[src/rtl/pc_ret_stack.sv]
// pc_ret_stack: program counter with a small LIFO return-address stack.
// A call (jump1+push1) saves pc+1 and loads target. A return (ret1) pops
// the saved address back into pc. Overflow and underflow raise sticky
// error flags. Storage is not reset; depth alone decides which entries
// are valid.
module pc_ret_stack #(
   parameter int ADDR_W = 8,
   parameter int DEPTH  = 4
) (
   input  logic                       clk,
   input  logic                       rst,
   input  logic                       en,
   input  logic                       jump1,
   input  logic                       ret1,
   input  logic                       push1,
   input  logic [ADDR_W-1:0]          target,
   output logic [ADDR_W-1:0]          pc,
   output logic [$clog2(DEPTH):0]     depth,
   output logic                       empty,
   output logic                       full,
   output logic                       ovf,
   output logic                       unf
);

   localparam int PTR_W = $clog2(DEPTH);
   localparam int DW    = PTR_W + 1;
   localparam logic [DW-1:0] FULL_CNT = DW'(DEPTH);
   localparam logic [DW-1:0] ONE_CNT  = DW'(1);

   logic [ADDR_W-1:0] r_stack [DEPTH];
   logic [ADDR_W-1:0] r_pc;
   logic [DW-1:0]     r_depth;
   logic              r_ovf;
   logic              r_unf;

   logic [ADDR_W-1:0] w_pc_inc;
   logic [DW-1:0]     w_depth_dec;
   logic [PTR_W-1:0]  w_top_idx;
   logic [PTR_W-1:0]  w_wr_idx;
   logic              w_empty;
   logic              w_full;
   logic              w_push_ok;

   // Return address and stack pointers. pc+1 wraps naturally at ADDR_W bits.
   // The write index is only used when depth<DEPTH, so it fits in PTR_W bits.
   always_comb begin
      w_pc_inc    = r_pc + ADDR_W'(1);
      w_depth_dec = r_depth - ONE_CNT;
      w_top_idx   = w_depth_dec[PTR_W-1:0];
      w_wr_idx    = r_depth[PTR_W-1:0];
      w_empty     = (r_depth == '0);
      w_full      = (r_depth == FULL_CNT);
      w_push_ok   = en && !ret1 && push1 && !w_full;
   end

   // Stack storage: written only by an accepted push, never reset.
   always_ff @(posedge clk) begin
      if (!rst && w_push_ok) begin
         r_stack[w_wr_idx] <= w_pc_inc;
      end
   end

   // pc, depth and sticky flags. ret1 overrides jump1 and push1 entirely.
   always_ff @(posedge clk) begin
      if (rst) begin
         r_pc    <= '0;
         r_depth <= '0;
         r_ovf   <= 1'b0;
         r_unf   <= 1'b0;
      end else if (en) begin
         if (ret1) begin
            if (!w_empty) begin
               r_pc    <= r_stack[w_top_idx];
               r_depth <= w_depth_dec;
            end else begin
               r_pc  <= w_pc_inc;
               r_unf <= 1'b1;
            end
         end else begin
            r_pc <= jump1 ? target : w_pc_inc;
            if (push1) begin
               if (!w_full) begin
                  r_depth <= r_depth + ONE_CNT;
               end else begin
                  r_ovf <= 1'b1;
               end
            end
         end
      end
   end

   assign pc    = r_pc;
   assign depth = r_depth;
   assign empty = w_empty;
   assign full  = w_full;
   assign ovf   = r_ovf;
   assign unf   = r_unf;

endmodule

[config.mk]
export PLATFORM = sky130hd
export DESIGN_NAME = pc_ret_stack
export DESIGN_NICKNAME = d
export VERILOG_FILES = /design/src/rtl/pc_ret_stack.sv
export SDC_FILE = /design/constraint.sdc
export NUM_CORES = 1
export LEC_CHECK = 0
export ABC_AREA = 1
export CAP_MARGIN = 10
export CORE_MARGIN = 4
export CORE_UTILIZATION = 55
export DETAILED_ROUTE_END_ITERATION = 7
export GPL_TIMING_DRIVEN = 0
export MAX_ROUTING_LAYER = met4
export PLACE_DENSITY_LB_ADDON = 0.25
export SLEW_MARGIN = 20
export SYNTH_ARGS = -nofsm -noshare
export SYNTH_HDL_FRONTEND = slang
export SYNTH_SLANG_ARGS = --single-unit
export TNS_END_PERCENT = 50
[constraint.sdc]
create_clock -name clk -period 2.4 [get_ports clk]
set_input_delay 0.6 -clock clk [delete_from_list [all_inputs] [get_ports clk]]
set_output_delay 0.6 -clock clk [all_outputs]
set_load 0.03 [all_outputs]
-- Yosys cells after proc, flatten, opt, wreduce, memory -nomap -nowiden
Memory sizes are Yosys's and may differ from the RTL's.
Cells that the tools add are included.
- bitwise logic cells: 1
- add/subtract/negate cells: 3
- reduce and logical (&&, ||, !) cells: 12
- eq/ne operators: 3
- multiplexer cells: 9
- operators with widths (cell ; number):
    2-to-1 mux 8 bit ; 3
    2-to-1 mux 3 bit ; 4
    adder 8 x 1 -> 8 bit (second input constant) ; 1
    AND reduction 4 bit ; 2
    logical AND 1 bit ; 4
    inequality test 2 bit (second input constant) ; 2
    adder 3 x 1 -> 3 bit (second input constant) ; 1
    == test 3 bit (second input constant) ; 1
    zero test 1 bit ; 3
    zero test 3 bit ; 1
    AND reduction 3 bit ; 1
    subtractor 3 x 1 -> 3 bit (second input constant) ; 1
    2-to-1 mux 1 bit ; 2
    nonzero test 2 bit ; 1
    inverter 1 bit ; 1
- memory bits (writable): 32
- bits in registers: 13
- logic and storage cells: 33
- memories kept: 1
- output and inout port bits: 15
- input bits: 14
- memories (name ; words ; width ; rd ports ; clocked after Yosys merged registers in ; write ports ; RTL line ; RTL):
    r_stack ; 4 ; 8 ; 1 ; 0 ; 1 ; 30 ; logic [ADDR_W-1:0] r_stack [DEPTH];

-- Logic depth before layout (Yosys ltp)
- word-level depth: 7
- mapped depth: 12

-- Worst setup path after synthesis
No wires, ideal clock.
- kind: flip-flop to flip-flop
- start: register r_depth[0] (netlist: depth[0])
- end: memory r_stack[1][0] (enable)
- data arrival time: 1888 ps
- slack: 142 ps
- stages on the path, launching flop included: 8
- cell sequence: dfxtp_1 -> buf_2 -> inv_2 -> buf_4 -> ha_1 -> nand2_1 -> nand4_1 -> nor2_1
- word-level cells in the longest chain between the ends: 6
- ends and longest elaborated chain (what ; RTL line ; RTL):
    from (decl) ; 32 ; logic [DW-1:0] r_depth;
    from (signal assigned) ; 74 ; r_depth <= w_depth_dec;
    from (signal assigned) ; 83 ; r_depth <= r_depth + ONE_CNT;
    == test 3 bit ; 52 ; w_full = (r_depth == FULL_CNT);
    zero test 1 bit ; -- ;
    logical AND 1 bit ; 53 ; w_push_ok = en && !ret1 && push1 && !w_full;
    logical AND 1 bit ; 58 ; if (!rst && w_push_ok) begin
    2-to-1 mux 1 bit ; 58 ;
    2-to-1 mux 1 bit (not written as such) ; 59 ; r_stack[w_wr_idx] <= w_pc_inc;
    to (decl) ; 30 ;
Parallel ways exist; a longest one is shown, timed or not.

-- Worst setup path after layout
- start: input en
- end: memory r_stack[2][0] (enable)
- word-level cells in the longest chain between the ends: 6
- ends and longest elaborated chain (what ; RTL line ; RTL):
    from (decl) ; 12 ; input logic en,
    logical AND 1 bit (3 in series) ; 53 ;
    logical AND 1 bit ; 58 ;
    2-to-1 mux 1 bit ; 58 ;
    2-to-1 mux 1 bit (not written as such) ; 59 ;
Every way passes these cells.

==> run_results.csv <==
group,metric,value,unit
status,status,"finished, violations left",
status,failed_checks,"negative setup slack",
global_route,overflow,0,
clock_tree,insertion_delay,0.29,ns
timing,hold_viol,0,
critical_path,critPathCaptureType,"register",
clock_tree,hold_buffers,0,
yosys,synth_area,2250,um^2
cells_and_area,drive_gt1_share,8.97,%
yosys,yosysTopAreaCellShare,42.7,%
timing,setup_viol,24,
critical_path,arrival,2.43,ns
timing,fmax,399,MHz
yosys,synthTopCellsByArea,"edfxtp_1, dfxtp_1, nand2_1, nor2_1, nand3_1",
global_route,grt_start_max_net_pins,15,
power_and_ir_drop,leakage,1.13,nW
floorplanning,rows,22,
cells_and_area,final_cell_mix,"nand2_1, nor2_1, edfxtp_1",
critical_path,required,2.32,ns
drt,wl_per_cell,14.0,um
yosys,syn-instance-count,265,
cells_and_area,num-nets-final,320,
floorplanning,pin_count,29,
drt,first_iter_violations,162,
critical_path,worstSetupPathType,"input pin to register",
cells_and_area,layout_commonest_cell,"nand2_1",
critical_path,crit_fanout,8,
timing,setup_ws,-0.105,ns
yosys,yosysSeqAreaShare,54.3,%
critical_path,timing.rr.end,"r_stack[2][0]",
floorplanning,core,3800,um^2
critical_path,start_kind,"input pin",
clock_tree,path_clk_slew,0.08,ns
clock_tree,htree_levels,2,
clock_tree,cts.sinks,45,
timing,tightestPinTransition,0.747,ns
min_path,hp-start,"ovf",
timing,fin_skew,0.00453,ns
drt,drc,0,
clock_tree,cts_buffers,5,
drt,num_vias,1842,
floorplanning,die_w,72.0,um
power_and_ir_drop,irDropWorstVdd,303,uV
yosys,synth_top_area_cell,"edfxtp_1",
cells_and_area,diodes,0,
clock_tree,cts-root-buf,"clkbuf_8",
global_route,grt_pass1_vias,1749,
cells_and_area,syn_to_final_growth,19.2,%
place,dp.cells,341,
yosys,synthesis.nets,285,
run,drv_cap,0,
yosys,syn_area_per_cell,8.49,um^2
yosys,yosys_warnings,0,
clock_tree,clockBufferDepth,2,
power_and_ir_drop,power_density,644,nW/um^2
min_path,holdCritPathClass,"register to register",
floorplanning,die_h,72.0,um
clock_tree,cts_tree,"built",
timing,relSlewSlack,50.0,%
drt,drt-total-wl,4.90,mm
timing,final-max-slew-violation-count,0,
yosys,synth.ff_latch_count,45,
global_route,grt_use_total,20.6,%
cells_and_area,nFillCells,305,
clock_tree,post_cts_resized,15,
floorplanning,start_util,59.3,%
drt,drtPass1Iterations,4,
clock_tree,post_cts.repair.setup_buffers,0,
place,gp_congestion,0.947,
drt,drtAntennaViolNets,0,
critical_path,reg2regPathDepth,7,
yosys,ys_types,26,
floorplanning,die_area,5180,um^2
min_path,hold_path_depth,2,
place,dpl.hpwl,3.57,mm
critical_path,r2r_start,"depth[0]",
power_and_ir_drop,power.total,0.00173,W
timing,fin_crit_sh,104,%
place,io_buffers,28,
min_path,min_to,"ovf",
critical_path,rrSetupSlack,0.03,ns
global_route,grt_first_pass_wirelength,8.03,mm
cells_and_area,instances_no_fill,349,
timing,period_needed,2.50,ns
global_route,antenna_found_initial,0,
timing,rsz0062_at_grt,"yes",
drt,via_per_inst,5.28,
worst max-delay path, cell delays in order:
cell and delay [ns]:
clkdlybuf4s50_1 0.59, inv_2 0.13, nor2_4 0.19, nand4_1 0.25, nor2_1 0.65
flip-flops by register name, summed over array words and instances (netlist names):
name     cells
unf          1
ovf          1
pc           8
r_stack     32
depth        3
synth_stat cells (all sizes together):
library cell,n
clkinv,1
ha,6
nor2,44
edfxtp,32
inv,32
xor2,1
a31oi,2
o21ai,14
nand2,71
dfxtp,13
nand4,2
buf,4
clkbuf,2
xnor2,2
o22ai,1
a21oi,10
nand3,27
and2,1
layout make-up:
type / count / area (um^2) / share of cell area (%)
Sequential cell: 45 / 1220 / 45.5
Clock inverter: 3 / 17.5 / 0.653
Multi-Input combinational cell: 181 / 875 / 32.6
Timing Repair Buffer: 28 / 273 / 10.2
Inverter: 33 / 124 / 4.62
Buffer: 6 / 43.8 / 1.63
Clock buffer: 5 / 68.8 / 2.56
Tap cell: 48 / 60.1 / 2.24
metal layers:
layer  part of all wire (%)  vias to the layer above  GRT usage, %
met3                    6.7                        4          4.71
li1                       -                      926             -
met2                     47                       69          32.4
met4                   0.51                        0          5.43
met1                     46                      843          27.1
met5                      0                        -             -
kinds of logic after synthesis:
family | share of synthesized area, %
and+or+nand+nor | 28.1
DFF | 54.3
buffers and inverters | 7.00
AOI/OAI and AO/OA | 6.17
adders and majority gates | 3.34
xor gates and xnor gates | 1.17
report_power, final:
group | leakage [nW] | switching [W] | internal, W | total, W
clock network | 0.0455 | 0.000245 | 0.000201 | 0.000446
registers | 0.401 | 0.0000251 | 0.000865 | 0.000890
logic | 0.680 | 0.000248 | 0.000145 | 0.000392
stage by stage:
stage | setup TNS (ns) | setup slack, ns | hold WS (ns) | utilization (%) | area, um^2
after floorplan | 0 | 0.142 | 0.585 | - | 2250
after global placement | -11.75 | -0.363 | 0.449 | 68.2 | 2590
after detailed placement | -12.55 | -0.429 | 0.463 | 68.2 | 2590
after CTS | -1.87 | -0.0830 | 0.483 | 70.6 | 2680
after global routing | -4.36 | -0.201 | 0.523 | 70.7 | 2680
final | -2.26 | -0.105 | 0.480 | 70.7 | 2680
worst max path at each step:
stage | startpoint | end | cells after the start
5_1_grt | en | r_stack[0][4] | 5
3_3_place_gp | en | r_stack[0][6] | 5
4_1_cts | en | r_stack[1][0] | 5
2_1_floorplan | depth[0] | r_stack[1][0] | 7
3_5_place_dp | en | r_stack[3][6] | 5
6_report | en | r_stack[2][0] | 5
Note: power is estimated with default switching activity, not from simulation.
